`config.mk`:
```
export PLATFORM = sky130hd
export DESIGN_NAME = vc_fifo6
export DESIGN_NICKNAME = d
export VERILOG_FILES = /design/src/rtl/vc_fifo6_pkg.sv /design/src/rtl/vc_fifo6_gray6_ptr.sv /design/src/rtl/vc_fifo6.sv
export SDC_FILE = /design/constraint.sdc
export NUM_CORES = 1
export LEC_CHECK = 0
export BUFFER_PORTS_ARGS = -buffer_cell sky130_fd_sc_hd__buf_2
export CORE_ASPECT_RATIO = 1.4
export CORE_MARGIN = 4
export CORE_UTILIZATION = 35
export DETAILED_ROUTE_END_ITERATION = 8
export PLACE_DENSITY = 0.63
export REMOVE_ABC_BUFFERS = 1
export SLEW_MARGIN = 25
export SYNTH_ARGS = -nofsm -noshare
export SYNTH_HDL_FRONTEND = slang
export SYNTH_SLANG_ARGS = --single-unit
```
`constraint.sdc`:
```
create_clock -name clk -period 10.5 [get_ports clk]
set_clock_uncertainty 0.05 [all_clocks]
set_input_delay 2.625 -clock clk [delete_from_list [all_inputs] [get_ports clk]]
set_output_delay 2.625 -clock clk [all_outputs]
set_load 0.1 [all_outputs]
```
`src/rtl/vc_fifo6_pkg.sv`:
```
// Shared constants and gray mod-6 helpers for the six-entry flit FIFO.
package vc_fifo6_pkg;
  localparam int DEPTH = 6;

  localparam logic [2:0] G0 = 3'b000;
  localparam logic [2:0] G1 = 3'b001;
  localparam logic [2:0] G2 = 3'b011;
  localparam logic [2:0] G3 = 3'b010;
  localparam logic [2:0] G4 = 3'b110;
  localparam logic [2:0] G5 = 3'b100;

  // Unused codes decode to slot 0 so a stray pointer never indexes past the array.
  function automatic logic [2:0] gray2idx(input logic [2:0] g);
    case (g)
      G0:      gray2idx = 3'd0;
      G1:      gray2idx = 3'd1;
      G2:      gray2idx = 3'd2;
      G3:      gray2idx = 3'd3;
      G4:      gray2idx = 3'd4;
      G5:      gray2idx = 3'd5;
      default: gray2idx = 3'd0;
    endcase
  endfunction

  function automatic logic [2:0] next_gray(input logic [2:0] g);
    case (g)
      G0:      next_gray = G1;
      G1:      next_gray = G2;
      G2:      next_gray = G3;
      G3:      next_gray = G4;
      G4:      next_gray = G5;
      default: next_gray = G0;
    endcase
  endfunction
endpackage

```
`src/rtl/vc_fifo6_gray6_ptr.sv`:
```
// Gray mod-6 pointer with a lap (wrap) bit that flips on each 100->000 step.
module gray6_ptr
  import vc_fifo6_pkg::*;
(
  input  logic       clk,
  input  logic       reset,
  input  logic       en,
  output logic [2:0] gray,
  output logic       wrap
);
  logic [2:0] gray_q, gray_d;
  logic       wrap_q, wrap_d;

  always_comb begin
    gray_d = gray_q;
    wrap_d = wrap_q;
    if (en) begin
      gray_d = next_gray(gray_q);
      if (gray_q == G5) wrap_d = ~wrap_q;
    end
  end

  always_ff @(posedge clk) begin
    if (reset) begin
      gray_q <= G0;
      wrap_q <= 1'b0;
    end else begin
      gray_q <= gray_d;
      wrap_q <= wrap_d;
    end
  end

  assign gray = gray_q;
  assign wrap = wrap_q;
endmodule

```
`src/rtl/vc_fifo6.sv`:
```
// Six-entry first-word-fall-through flit FIFO with gray mod-6 pointers.
module vc_fifo6
  import vc_fifo6_pkg::*;
#(
  parameter int WIDTH = 16
) (
  input  logic             clk,
  input  logic             reset,
  input  logic             wr_en,
  input  logic [WIDTH-1:0] wr_data,
  input  logic             rd_en,
  output logic [WIDTH-1:0] rd_data,
  output logic             full,
  output logic             empty,
  output logic [2:0]       count,
  output logic [2:0]       wr_ptr_gray,
  output logic [2:0]       rd_ptr_gray,
  output logic             ovf_err,
  output logic             udf_err
);
  logic [WIDTH-1:0] mem_q [DEPTH];
  logic             wr_wrap, rd_wrap;
  logic             wr_acc, rd_acc;
  logic [2:0]       count_q, count_d;
  logic             ovf_q, ovf_d, udf_q, udf_d;

  gray6_ptr u_wr_ptr (.clk(clk), .reset(reset), .en(wr_acc), .gray(wr_ptr_gray), .wrap(wr_wrap));
  gray6_ptr u_rd_ptr (.clk(clk), .reset(reset), .en(rd_acc), .gray(rd_ptr_gray), .wrap(rd_wrap));

  assign empty  = (wr_ptr_gray == rd_ptr_gray) && (wr_wrap == rd_wrap);
  assign full   = (wr_ptr_gray == rd_ptr_gray) && (wr_wrap != rd_wrap);
  assign wr_acc = wr_en && !full;
  assign rd_acc = rd_en && !empty;

  always_comb begin
    count_d = count_q;
    if (wr_acc && !rd_acc)      count_d = count_q + 3'd1;
    else if (rd_acc && !wr_acc) count_d = count_q - 3'd1;
    ovf_d = wr_en && full;
    udf_d = rd_en && empty;
  end

  always_ff @(posedge clk) begin
    if (reset) begin
      count_q <= 3'd0;
      ovf_q   <= 1'b0;
      udf_q   <= 1'b0;
    end else begin
      count_q <= count_d;
      ovf_q   <= ovf_d;
      udf_q   <= udf_d;
    end
  end

  // Storage is not reset; validity is tracked purely by the pointers.
  always_ff @(posedge clk) begin
    if (wr_acc && !reset) mem_q[gray2idx(wr_ptr_gray)] <= wr_data;
  end

  assign rd_data = mem_q[gray2idx(rd_ptr_gray)];
  assign count   = count_q;
  assign ovf_err = ovf_q;
  assign udf_err = udf_q;
endmodule
```
* Word level (Yosys, flattened, before mapping)
Memory sizes are Yosys's and may differ from the RTL's.
Cells that the tools add are included.
Widths: inputs -> output; s select.
** Word-level totals
- Output and inout bits :: 29
- Logic and storage cells :: 53
- Memories :: 1
- Register bits after elaboration :: 13
- Bits of input ports :: 20
- RAM bits :: 96
** Cells by class
- Bitwise gates (word level) :: 2
- $add $sub $neg :: 2
- Eq/ne operators :: 13
- Muxes and demuxes :: 9
- Reductions and logical operators :: 19
** Memory list
- mem_q :: words 6, bits a word 16, rd ports 1, clocked after memory_dff 0, write ports 1, RTL line vc_fifo6.sv:21 : logic [WIDTH-1:0] mem_q [DEPTH];
** Operators by type and width (number)
- $pmux 3 s5 :: 4
- $eq 3x2->1 const B :: 4
- $eq 3x3->1 const B :: 4
- $logic_and 1x1->1 :: 9
- $mux 3 :: 3
- $eq 3x1->1 const B :: 2
- $logic_not 3->1 :: 2
- $logic_not 1->1 :: 5
- $reduce_and 2->1 :: 2
- $add 3x1->3 const B :: 1
- $eq 3x3->1 :: 1
- $sub 3x1->3 const B :: 1
- $mux 1 :: 2
- $not 1->1 :: 2
- $reduce_bool 2->1 :: 1
- $eq 1x1->1 :: 1
- $ne 1x1->1 :: 1

* Logic depth before layout (Yosys ltp)
- Depth in word-level cells :: 8
- Depth in mapped cells :: 10
- Gate-level depth less buffers :: 9

* By module
Synthesis repeated with hierarchy kept, for this count alone.
** Second synthesis, totals
- Cells, all modules :: 284
- Area total of the unflattened synthesis :: 4556.9 um2
** Modules (own cells, without submodules)
- vc_fifo6 :: cells each 252, times used 1, area an instance 4219.0 um2, seq. area each 2982.9 um2
- gray6_ptr :: cells each 16, times used 2, area an instance 168.9 um2, seq. area each 80.1 um2

* Least setup slack after synthesis
No wires, ideal clock.
- Path kind :: reg-to-output
- Start :: register u_rd_ptr.gray_q[1], in the netlist u_rd_ptr.gray[1]
- End :: output port rd_data[3]
- Arrival time :: 3.468 ns
- Cell stages (with the launch flop) :: 6
- Setup slack :: 4.357 ns
- Path buffers :: 2
- Data required time :: 7.825 ns
- Cell sequence :: dfxtp_1 buf_2 clkbuf_1 o21a_1 o21ai_0 a32oi_1
** Between the ends
- Cells in the longest elaborated chain, start to end :: 3
- Elaborated cells on any way between the ends :: 7
- Classes of those cells :: 5 x eq/ne; 1 x mux; 1 x memory
** Ends and longest elaborated chain
- start: declaration :: RTL line vc_fifo6_gray6_ptr.sv:11 : logic [2:0] gray_q, gray_d;
- start signal: assignment :: RTL line vc_fifo6_gray6_ptr.sv:28 : gray_q <= gray_d;
- $eq 3x3->1, or another cell as far along :: RTL line vc_fifo6_pkg.sv:14 : case (g)
- $pmux 3 s5 * :: RTL line vc_fifo6_pkg.sv:14
- $mem_v2 6x16 *
- end: declaration :: RTL line vc_fifo6.sv:12 : output logic [WIDTH-1:0] rd_data,
Mark *: on every way between the ends. The rest lies on a longest branch, timed or not.

* Worst setup path after layout
- Start :: register u_rd_ptr.gray_q[1], in the netlist u_rd_ptr.gray[1]
- End :: output port full
** Between the ends
- Cells in the longest elaborated chain, start to end :: 2
** Ends and longest elaborated chain
- $eq 3x3->1 :: RTL line vc_fifo6.sv:31 : assign full = (wr_ptr_gray == rd_ptr_gray) && (wr_wrap != rd_wrap);
- $logic_and 1x1->1 :: RTL line vc_fifo6.sv:31
- end: declaration :: RTL line vc_fifo6.sv:13 : output logic full,
No other way between the ends.

==> results.yml <==
worst_setup_path:
  arrival_ns: 2.83
  cp_max_fo: 85
  cp_cell_sequence: "buf_4, xor2_2, or3_1, nor2_1, buf_2"
  largest_delay_share_family_worst_path: "buffers and inverters"
  crit_path_end_kind: "output port"
  worst_path_largest_cell_delay_ns: 0.76
  criticalPathCategory: "flop to output port"
  critical_path.slowest_cell: "sky130_fd_sc_hd__buf_4"
  cp_num_buf_inv: 2
  critical_path_required_ns: 7.83
  start_kind: "flop"
pwr:
  p_per_area_mw_per_mm2: 250.7
  vdd_ir_drop_max_v: 0.0002207
  total_leakage_power_nw: 1.987
grt:
  antenna_found_initial: 0
  global_route.usage.total: 0.1330
  grt_max_degree: 87
  via_count_of_the_first_global_routing_pass: 3263
  grt_pass1_wl_um: 16830
  grt-ovfl-total: 0
route:
  remaining_drc_errors: 0
  initialDrtViolationCount: 159
  detail_route.first_pass.iterations: 4
  route.antenna.remaining_nets: 0
  viasPerCell: 5.248
  wire_per_inst_um: 17.62
  routed_via_count: 3149
  postRouteWirelength_um: 10570
place:
  port_buffers: 48
  detailed_place_hpwl_um: 6141
  gp_congestion: 0.7298
  dp_slack_ns: 5.367
  dpl.cell_count: 584
finish:
  synthToLayoutAreaGrowth_pct: 13.85
  instances_no_fill: 600
  diodes: 0
  final-seq-area_mm2: 0.003146
  post_route_cells_drive_above_1_share: 0.2241
  filler_instances: 1297
  multi_input_comb_area_mm2: 0.001808
  final_nets: 432
timing:
  timing.final.max_slew_violations: 0
  timing.max_slew.rel_slack: 0.3421
  setup_repair_after_global_routing_missed_its_margin: "false"
  top_achievable_clock_speed_ghz: 0.1816
  setup_ws_ns: 4.993
  fin_setup_tns_ns: 0
  tightest_slew_ns: 0.9869
  final_setup_violation_count: 0
  fin_crit_ns: 5.507
  layout_worst_path_cycle_share: 0.5245
  final_hold_viol_count: 0
die:
  core_region_area_mm2: 0.01410
  die_height_um: 150.9
  placement_rows: 51
  die_area_mm2: 0.01660
  boundaryPins: 49
  floorplan.initialDensity: 0.3618
  die_width_um: 110.0
worst_hold_path:
  hp-class: "flop to flop"
clock_tree:
  worst_skew_pair.late_latency_ns: 0.34
  cts_root_buffer: "sky130_fd_sc_hd__clkbuf_16"
  post_cts_resize_count: 0
  clk_pin_slew_ns: 0.06
  postCtsHoldBufs: 0
  numCtsBuffers: 9
  cts_setup_buffers: 0
  cts.sinks: 109
  cts-root-to-sink-buffers: 2
  clock_tree_from_tritoncts: "yes"
  htreeDepth: 3
yosys:
  synthDistinctLibCells: 40
  synth_edf_count: 96
  syn_avg_cell_area_um2: 13.53
  synth.yosys.warnings: 0
  async_reset_ff_frac: 0
  gate_count_post_synth: 377
  syn_area_mm2: 0.005102
  synth_seq_area_share: 0.6160
  synth-seq-cells: 109
  ys.flop_type: "sky130_fd_sc_hd__edfxtp_1"
status:
  run_status: "complete, no violations"
job:
  drv.max_cap_violation_count: 0
-- cells in the final DEF (no fill, tap or decap), types with 3 or more instances in the layout --
master	synthesis	final
sky130_fd_sc_hd__buf_4	2	9
sky130_fd_sc_hd__clkbuf_16	0	9
sky130_fd_sc_hd__nor3b_1	16	16
sky130_fd_sc_hd__o21ai_0	17	17
sky130_fd_sc_hd__edfxtp_1	96	96
sky130_fd_sc_hd__nor4b_2	2	3
sky130_fd_sc_hd__nor2b_1	6	5
sky130_fd_sc_hd__a21o_1	14	14
sky130_fd_sc_hd__inv_1	4	4
sky130_fd_sc_hd__xor2_2	3	3
sky130_fd_sc_hd__a32oi_1	14	14
sky130_fd_sc_hd__a2bb2oi_1	14	14
sky130_fd_sc_hd__nand2b_1	20	20
sky130_fd_sc_hd__o21a_1	14	14
sky130_fd_sc_hd__nor3_1	6	6
sky130_fd_sc_hd__dfxtp_1	13	11
sky130_fd_sc_hd__buf_2	11	48
sky130_fd_sc_hd__or3b_2	6	6
sky130_fd_sc_hd__clkbuf_8	0	5
sky130_fd_sc_hd__xor2_1	3	3
sky130_fd_sc_hd__nand2_1	3	3
sky130_fd_sc_hd__nor2_1	11	11
sky130_fd_sc_hd__mux2i_1	23	23
sky130_fd_sc_hd__nand3b_1	16	16
sky130_fd_sc_hd__a21oi_1	18	18
-- layer usage --
layer / share of wire / global-route usage
met1: 0.44 / 0.1664
met2: 0.51 / 0.2254
met3: 0.036 / 0.02814
met4: 0.014 / 0.04679
met5: 0 / 0
-- final timing paths --
check,startpoint,endpoint,slack [ns],cells after the start
worst max-delay path,u_rd_ptr.gray[1],full,4.99,5
worst min-delay path,count[2],count[2],0.45,2
worst max register to register,u_rd_ptr.gray[1],count[2],7.21,9
worst min register to register,count[2],count[2],0.45,2
-- metrics by stage --
stage | instance area, um2 | power (mW) | util | hold WS (ns)
6_report | 5809 | 1.457 | 0.4119 | 0.4460
5_1_grt | 5809 | 1.520 | 0.4119 | 0.4834
4_1_cts | 5809 | 1.468 | 0.4119 | 0.4491
3_5_place_dp | 5508 | 1.137 | 0.3906 | 0.4350
3_3_place_gp | 5508 | 1.126 | 0.3906 | 0.4239
2_1_floorplan | 4942 | 1.041 | - | 0.5143
-- Yosys cell counts, drive strengths merged (11+ instances only) --
library cell | number | area, um2
nand2b | 20 | 125.1
o21a | 14 | 105.1
a2bb2oi | 14 | 122.6
nor3b | 16 | 120.1
nand3b | 16 | 120.1
dfxtp | 13 | 260.3
edfxtp | 96 | 2883
clkbuf | 21 | 78.83
o21ai | 17 | 85.08
a21oi | 18 | 90.09
nor2 | 11 | 41.29
a21o | 14 | 105.1
buf | 14 | 81.32
a32oi | 14 | 122.6
mux2i | 23 | 230.2
-- state kept, by name, indices dropped and copies added (netlist names) --
register	flops
mem_q	96
count	3
u_rd_ptr.gray	3
u_wr_ptr.gray	3
ovf_err	1
u_rd_ptr.wrap	1
u_wr_ptr.wrap	1
udf_err	1
-- report_power, final --
group	internal, mW	switching, mW
clock network	0.194	0.139
logic	0.147	0.468
registers	0.493	0.0165
-- worst reg2reg max path, delay by kind of cell, from the launching register on --
family          cells  cell delay (ns)
xor+xnor            2             0.48
flops               1             0.32
buf+inv             2             0.82
compound gates      2             0.60
fa+ha+maj           2             0.64
simple gates        1             0.30
-- cell type report --
class	count	area share
sequential	109	0.5415
multi-input combinational	229	0.3112
timing repair buffer	57	0.05298
clock buffer	16	0.05191
tap	185	0.03984
inverter	4	0.002585
-- logic make-up (layout without fill, tap and decap cells) --
kind of cell | after synthesis | count (layout) | share of synthesized area
flip-flops | 109 | 109 | 0.6160
AO/OA/AOI/OAI | 102 | 102 | 0.1538
AND/OR/NAND/NOR | 93 | 93 | 0.1229
buffers and inverters | 39 | 77 | 0.03433
multiplexers | 25 | 25 | 0.05027
XOR/XNOR | 7 | 7 | 0.01643
adder cells (fa/ha/maj) | 2 | 2 | 0.006375
(Power assumes the default switching activity.)
